File: src/rtl/cla_adder_if.sv
// Operand/result bundle for cla_adder: the operand side drives a/b/cin/in_valid,
// the adder returns the registered sum and flags.
interface cla_adder_if #(
    parameter int WIDTH = 4
);
    logic             in_valid;
    logic [WIDTH-1:0] a;
    logic [WIDTH-1:0] b;
    logic             cin;
    logic [WIDTH-1:0] s;
    logic             cout;
    logic             ovf;
    logic             pg;
    logic             gg;
    logic             out_valid;

    modport master (
        output in_valid, a, b, cin,
        input  s, cout, ovf, pg, gg, out_valid
    );

    modport slave (
        input  in_valid, a, b, cin,
        output s, cout, ovf, pg, gg, out_valid
    );
endinterface

File: src/rtl/cla_adder.sv
// Registered two-level carry-lookahead adder built from 4-bit groups.
// One-cycle latency; all results load every cycle, out_valid only qualifies them.
module cla_adder #(
    parameter int WIDTH = 4
) (
    input  logic       clk,
    input  logic       rst,
    cla_adder_if.slave bus
);
    localparam int NG = WIDTH / 4;

    logic [WIDTH-1:0] w_p;
    logic [WIDTH-1:0] w_g;
    logic [NG-1:0]    w_grp_p;
    logic [NG-1:0]    w_grp_g;
    logic [NG:0]      w_grp_c;
    logic [WIDTH:0]   w_c;
    logic             w_blk_g;
    logic [WIDTH-1:0] w_sum;
    logic             w_ovf;

    logic [WIDTH-1:0] r_s;
    logic             r_cout;
    logic             r_ovf;
    logic             r_pg;
    logic             r_gg;
    logic             r_out_valid;

    // Group generate/propagate as flat sum-of-products: {G, P}.
    function automatic logic [1:0] grp_pg(input logic [3:0] p, input logic [3:0] g);
        logic v_g;
        logic v_p;
        v_p = p[3] & p[2] & p[1] & p[0];
        v_g = g[3] | (p[3] & g[2]) | (p[3] & p[2] & g[1]) | (p[3] & p[2] & p[1] & g[0]);
        return {v_g, v_p};
    endfunction

    // Internal carries c3..c1 of one group, each a direct lookahead term.
    function automatic logic [2:0] grp_carry(input logic [3:0] p, input logic [3:0] g,
                                             input logic c0);
        logic v_c1;
        logic v_c2;
        logic v_c3;
        v_c1 = g[0] | (p[0] & c0);
        v_c2 = g[1] | (p[1] & g[0]) | (p[1] & p[0] & c0);
        v_c3 = g[2] | (p[2] & g[1]) | (p[2] & p[1] & g[0]) | (p[2] & p[1] & p[0] & c0);
        return {v_c3, v_c2, v_c1};
    endfunction

    assign w_p = bus.a ^ bus.b;
    assign w_g = bus.a & bus.b;

    always_comb begin
        logic v_acc;
        logic v_term;
        logic v_all_p;
        w_grp_p = '0;
        w_grp_g = '0;
        w_grp_c = '0;
        w_c     = '0;
        w_blk_g = 1'b0;
        v_acc   = 1'b0;
        v_term  = 1'b0;
        v_all_p = 1'b0;

        for (int k = 0; k < NG; k++) begin
            {w_grp_g[k], w_grp_p[k]} = grp_pg(w_p[4*k +: 4], w_g[4*k +: 4]);
        end

        // Second level: each group carry-in is an OR of products of group P/G terms,
        // independent of the neighbouring group's carry output.
        w_grp_c[0] = bus.cin;
        for (int j = 1; j <= NG; j++) begin
            v_acc = 1'b0;
            for (int k = 0; k < j; k++) begin
                v_term = w_grp_g[k];
                for (int m = k + 1; m < j; m++) begin
                    v_term = v_term & w_grp_p[m];
                end
                v_acc = v_acc | v_term;
            end
            if (j == NG) begin
                w_blk_g = v_acc;
            end
            v_all_p = 1'b1;
            for (int m = 0; m < j; m++) begin
                v_all_p = v_all_p & w_grp_p[m];
            end
            w_grp_c[j] = v_acc | (v_all_p & bus.cin);
        end

        for (int k = 0; k < NG; k++) begin
            w_c[4*k] = w_grp_c[k];
            w_c[4*k+1 +: 3] = grp_carry(w_p[4*k +: 4], w_g[4*k +: 4], w_grp_c[k]);
        end
        w_c[WIDTH] = w_grp_c[NG];
    end

    assign w_sum = w_p ^ w_c[WIDTH-1:0];
    assign w_ovf = w_c[WIDTH] ^ w_c[WIDTH-1];

    always_ff @(posedge clk or posedge rst) begin
        if (rst) begin
            r_s         <= '0;
            r_cout      <= 1'b0;
            r_ovf       <= 1'b0;
            r_pg        <= 1'b0;
            r_gg        <= 1'b0;
            r_out_valid <= 1'b0;
        end else begin
            r_s         <= w_sum;
            r_cout      <= w_c[WIDTH];
            r_ovf       <= w_ovf;
            r_pg        <= &w_grp_p;
            r_gg        <= w_blk_g;
            r_out_valid <= bus.in_valid;
        end
    end

    assign bus.s         = r_s;
    assign bus.cout      = r_cout;
    assign bus.ovf       = r_ovf;
    assign bus.pg        = r_pg;
    assign bus.gg        = r_gg;
    assign bus.out_valid = r_out_valid;
endmodule

File: src/flat_wrapper.sv
// flat-port wrapper written by rule: the top's interface ports become plain ports
module cla_adder_flat 
#(
    parameter int WIDTH = 4
)
  (clk, rst, bus_in_valid, bus_a, bus_b, bus_cin, bus_s, bus_cout, bus_ovf, bus_pg, bus_gg, bus_out_valid);
  cla_adder_if #(.WIDTH(WIDTH)) bus_i ();
  input  logic clk;
  input  logic rst;
  input wire logic [$bits(bus_i.in_valid)-1:0] bus_in_valid;
  input wire logic [$bits(bus_i.a)-1:0] bus_a;
  input wire logic [$bits(bus_i.b)-1:0] bus_b;
  input wire logic [$bits(bus_i.cin)-1:0] bus_cin;
  output wire logic [$bits(bus_i.s)-1:0] bus_s;
  output wire logic [$bits(bus_i.cout)-1:0] bus_cout;
  output wire logic [$bits(bus_i.ovf)-1:0] bus_ovf;
  output wire logic [$bits(bus_i.pg)-1:0] bus_pg;
  output wire logic [$bits(bus_i.gg)-1:0] bus_gg;
  output wire logic [$bits(bus_i.out_valid)-1:0] bus_out_valid;
  assign bus_i.in_valid = bus_in_valid;
  assign bus_i.a = bus_a;
  assign bus_i.b = bus_b;
  assign bus_i.cin = bus_cin;
  assign bus_s = bus_i.s;
  assign bus_cout = bus_i.cout;
  assign bus_ovf = bus_i.ovf;
  assign bus_pg = bus_i.pg;
  assign bus_gg = bus_i.gg;
  assign bus_out_valid = bus_i.out_valid;
  cla_adder #(.WIDTH(WIDTH)) u_core (.clk(clk), .rst(rst), .bus(bus_i));
endmodule
File: config.mk
export PLATFORM = sky130hd
export DESIGN_NAME = cla_adder_flat
export DESIGN_NICKNAME = d
export VERILOG_FILES = /design/src/rtl/cla_adder_if.sv /design/src/rtl/cla_adder.sv /design/src/flat_wrapper.sv
export SDC_FILE = /design/constraint.sdc
export NUM_CORES = 1
export LEC_CHECK = 0
export CAP_MARGIN = 25
export CORE_UTILIZATION = 33
export CTS_CLUSTER_DIAMETER = 40
export DETAILED_ROUTE_END_ITERATION = 16
export MAX_ROUTING_LAYER = met4
export PLACE_DENSITY_LB_ADDON = 0.12
export REMOVE_ABC_BUFFERS = 1
export SLEW_MARGIN = 20
export SYNTH_ARGS = -nofsm -noshare
export SYNTH_HDL_FRONTEND = slang
export SYNTH_SLANG_ARGS = --single-unit
File: constraint.sdc
create_clock -name clk -period 0.8 [get_ports clk]
set_input_delay 0.12 -clock clk [delete_from_list [all_inputs] [get_ports clk]]
set_output_delay 0.12 -clock clk [all_outputs]
set_load 0.01 [all_outputs]
==> results.yml, run 1 <==
clocking:
  cts-buffers-inserted: 3
  cts_buffer_depth: 2
  clk_pin_slew_ps: 50
  root_buffer: "clkbuf_4"
  cts.sinks: 9
  tritoncts: "done"
  htreeDepth: 1
sta:
  fmax_mhz: 1100
  fin_tns_setup_ps: -676
  min_period_ps: 909
  hold_ws_ps: 127
  timing.final.crit_share: 1.14
  rsz0062_at_grt: "true"
  setup_slack_ps: -109
  worst_slew_pin_slew_ps: 315
  maxSlewHeadroom: 0.789
  maxSlewViolCount: 0
  setup_viol: 13
  hold_viol_final: 0
floorplan:
  chipWidth_um: 38.0
  dieHeight_um: 38.0
  ios: 21
  coreArea_sq_um: 1160
  start_util: 0.370
  rows: 12
  die-area_sq_um: 1440
critical_path:
  path_delay_family: "compound AO/OA/AOI/OAI gates"
  end_kind: "flop"
  cp_num_buf_inv: 1
  required_ps: 920
  max_stage_delay_ps: 240
  cp_slowest_cell: "a31o_1"
  worstPathArrival_ps: 1030
  worstSetupPathType: "in -> reg"
  path_cells: "buf_6 > ha_4 > a21o_1 > a31o_1 > xor2_1"
  worst-path-max-fanout: 2
  critPathLaunchType: "input pin"
place:
  portBuffers: 20
  dp_slack_ps: -799
  placed_cells: 75
  postPlaceCellArea_sq_um: 698
  gp_congestion: 0.702
  hpwl_um: 763
synthesis:
  yosysWarnings: 0
  yosys-top-cells-area: "dfrtp_1 53%, ha_1 12%, inv_1 5.3%"
  synth_cells: 34
  synth-edff-count: 0
  syn_area_per_cell_sq_um: 12.6
  ys_async_sr_fraction: 1.00
  netlist_area_sq_um: 428
  netlist.area_leader.share: 0.526
  synth_flop_cell: "dfrtp_1"
  ys_seq_elements: 9
  synth.most_common_cell: "dfrtp_1"
  synth_cell_type_count: 13
  synthDominantAreaCellType: "dfrtp_1"
  synth_common_cells: "9 x dfrtp_1, 6 x inv_1, 4 x ha_1"
  seq_area_frac_synth: 0.526
final_layout:
  drive_above_1_share: 0.627
  fin_nets: 85
  final-instance-count-excl-fill: 81
  antenna_cells: 0
  fin_util: 0.661
  area_growth_syn_to_layout_pct: 78.7
  design_area_sq_um: 764
grt:
  grt_pass1_vias: 416
  grtUsageTotal: 0.184
  antenna_found_initial: 0
  grt_first_pass_wirelength_mm: 1.74
  grt_max_degree: 10
  overflow: 0
pwr:
  power.density_nw_per_um2: 1720
  peakVddDrop_mv: 0.724
  p_total_mw: 1.31
  p_leak_nw: 0.384
drt:
  wire_per_inst_um: 12.5
  drc_errors: 0
  drt-total-wl_mm: 1.02
  first_iter_violations: 1
  vias_per_cell: 4.57
  ant_nets: 0
  vias: 370
  drt_pre_antenna_iters: 2
outcome:
  status: "finished with violations"
  violations: "setup timing"
worst_hold_path:
  hp-class: "in -> async"
run:
  drv_cap: 0
-- placed cells by master, fill, tap and decap left out, drive strengths merged --
cell type	n
clkdlybuf4s50	2
ha	4
fa	1
inv	6
a21o	2
a31o	1
a21oi	3
nand2	1
xnor2	2
clkbuf	5
nand4	1
xor2	2
o21ai	1
o221ai	1
dfrtp	9
buf	26
-- worst paths after layout --
check,start,end,cells after the start
min in group clk,bus_b[3],u_core.bus.gg,4
max in group asynchronous,rst,u_core.bus.pg,2
worst min-delay path,rst,u_core.bus.out_valid,2
worst max-delay path,bus_a[0],u_core.bus.ovf,5
-- where the power goes --
part	total, mW	leakage [nW]	internal, mW	switching [mW]
logic	0.458	0.261	0.244	0.214
clock network	0.318	0.0150	0.190	0.128
registers	0.537	0.108	0.523	0.0146
-- cell families (layout without fill, tap and decap cells) --
| logic type | count (synthesis) | count (layout) | synth area share |
|---|---|---|---|
| DFF | 9 | 9 | 0.526 |
| and+or+nand+nor | 2 | 2 | 0.0380 |
| AOI/OAI and AO/OA | 8 | 8 | 0.137 |
| adders and majority gates | 5 | 5 | 0.164 |
| buffers and inverters | 6 | 39 | 0.0526 |
| xor gates and xnor gates | 4 | 4 | 0.0819 |
-- flip-flops by register name (all words and copies together) (netlist names) --
name and flops:
u_core.bus.out_valid 1, u_core.bus.ovf 1, u_core.bus.cout 1, u_core.bus.s 4
u_core.bus.pg 1, u_core.bus.gg 1
-- routing by layer --
metal | GRT usage | share of wire | routed length (um)
met3 | 0.0174 | 0.066 | 67
met2 | 0.349 | 0.56 | 564
met4 | 0.107 | 0.014 | 14
met5 | - | 0 | 0
met1 | 0.180 | 0.36 | 368
-- cell type report --
class                      instances  area [sq um]
tap                               14          17.5
clock buffer                       4          26.3
sequential                         9           225
multi-input combinational         19           267
inverter                           6          22.5
timing repair buffer              29           206
fill                              91           392
-- timing repair --
| action | CTS | global route |
|---|---|---|
| setup endpoints to repair | 17 | 14 |
| gates resized for setup | 87 | 2 |
| setup buffers | 2 | 0 |
| pin swaps | 12 | 1 |
| hold buffers | 0 | 0 |
Note: power is estimated with default switching activity, not from simulation.
==> run 2: changes to the inputs <==
--- a/config.mk
+++ b/config.mk
@@ -10,8 +10,9 @@
 export CTS_CLUSTER_DIAMETER = 40
 export DETAILED_ROUTE_END_ITERATION = 16
 export MAX_ROUTING_LAYER = met4
-export PLACE_DENSITY_LB_ADDON = 0.12
+export PLACE_DENSITY = 0.76
 export REMOVE_ABC_BUFFERS = 1
+export SETUP_SLACK_MARGIN = 0.3
 export SLEW_MARGIN = 20
 export SYNTH_ARGS = -nofsm -noshare
 export SYNTH_HDL_FRONTEND = slang
==> results.yml, run 2 (same netlist as run 1, synthesis figures left out) <==
outcome:
  status: "finished with violations"
  violations: "setup timing"
sta:
  fmax_mhz: 1130
  fin_tns_setup_ps: -668
  min_period_ps: 882
  setup_slack_ps: -82.1
  maxSlewHeadroom: 0.790
  setup_viol: 11
  timing.final.crit_share: 1.10
  hold_viol_final: 0
  maxSlewViolCount: 0
  worst_slew_pin_slew_ps: 315
  rsz0062_at_grt: "true"
place:
  postPlaceCellArea_sq_um: 698
  gp_congestion: 0.766
  hpwl_um: 641
  dp_slack_ps: -776
  portBuffers: 20
critical_path:
  cp_num_cells: 5
  path_delay_family: "compound AO/OA/AOI/OAI gates"
  cp_slowest_cell: "ha_4"
  cp_num_buf_inv: 1
  critPathLaunchType: "input pin"
  max_stage_delay_ps: 260
  end_kind: "flop"
  worstPathArrival_ps: 1010
  path_cells: "buf_6 > ha_4 > a21o_1 > a31o_1 > xor2_1"
  worstSetupPathType: "in -> reg"
  required_ps: 930
  worst-path-max-fanout: 5
floorplan:
  rows: 12
  coreArea_sq_um: 1160
  start_util: 0.370
  chipWidth_um: 38.0
  die-area_sq_um: 1440
  ios: 21
  dieHeight_um: 38.0
pwr:
  switching_share: 0.281
  p_int_mw: 1.01
  seqPwrFrac: 0.382
  power.density_nw_per_um2: 1660
  combPwrFrac: 0.380
  p_sw_uw: 395
  clkPwrFrac: 0.238
  p_leak_nw: 0.404
  peakVddDrop_mv: 0.760
final_layout:
  fin_nets: 86
  drive_above_1_share: 0.706
  largest_reg_flops: 4
  area_growth_syn_to_layout_pct: 97.7
  antenna_cells: 0
  fin_util: 0.732
  layout_common_cells: "11 x buf_6, 11 x buf_2, 9 x dfrtp_1, 4 x ha_4, 4 x buf_4"
  design_area_sq_um: 846
  fillers: 71
run:
  drv_cap: 0
clocking:
  cts.sinks: 9
  root_buffer: "clkbuf_4"
  clk_pin_slew_ps: 60
  htreeDepth: 1
  tritoncts: "done"
  cts-buffers-inserted: 3
  cts_buffer_depth: 2
grt:
  grtUsageTotal: 0.178
  overflow: 0
  grt_max_degree: 10
  grt_pass1_vias: 403
  antenna_found_initial: 0
  grt_first_pass_wirelength_mm: 1.67
drt:
  vias: 386
  ant_nets: 0
  first_iter_violations: 3
  vias_per_cell: 4.71
  wire_per_inst_um: 13.2
  drt-total-wl_mm: 1.08
  drc_errors: 0
  drt_pre_antenna_iters: 2
worst_hold_path:
  hp-class: "in -> async"
run 2: metrics by stage:
| stage | std cells | hold slack [ps] | power [mW] |
|---|---|---|---|
| finish | 82 | 124 | 1.40 |
| global route | 82 | 183 | 1.48 |
| CTS | 81 | 133 | 1.34 |
| detailed placement | 75 | 407 | 0.981 |
| global placement | 75 | 388 | 0.973 |
| floorplan | 34 | -52.1 | 0.722 |
run 2: cell type report:
class,count,area [sq um],area share
well taps,14,17.5,0.0207
clock buffers,4,26.3,0.0311
multi-input cells,19,293,0.346
flip-flops and latches,9,225,0.266
inverters,6,25.0,0.0296
repair buffers,30,259,0.306
run 2: path summary, 6_finish.rpt:
kind,from,endpoint
min in group clk,bus_a[1],u_core.bus.gg
max,bus_a[2],u_core.bus.s[3]
max in group asynchronous,rst,u_core.bus.s[0]
min,rst,u_core.bus.cout
run 2: power by group through the flow:
| stage | combinational [mW] | clock, mW | sequential, mW |
|---|---|---|---|
| after CTS | 0.465 | 0.338 | 0.537 |
| final | 0.532 | 0.333 | 0.536 |
| after global placement | 0.426 | 0 | 0.546 |
| after floorplan | 0.136 | 0 | 0.586 |
| after global routing | 0.572 | 0.365 | 0.541 |
| after detailed placement | 0.433 | 0 | 0.549 |
run 2: per-layer routing:
metal | vias to the layer above | GRT usage | wire length [um]
met1 | 182 | 0.169 | 403
met3 | 2 | 0.0523 | 80
met4 | 0 | 0.134 | 15
met2 | 20 | 0.302 | 581
met5 | - | - | 0
li1 | 182 | - | -
run 2: what timing repair did:
action / 4_1_cts / 5_1_grt
hold buffers: 0 / 0
cloned: 0 / 0
resized for setup: 92 / 17
pin swaps: 13 / 9
setup buffers: 2 / 1
setup endpoints to repair: 17 / 17
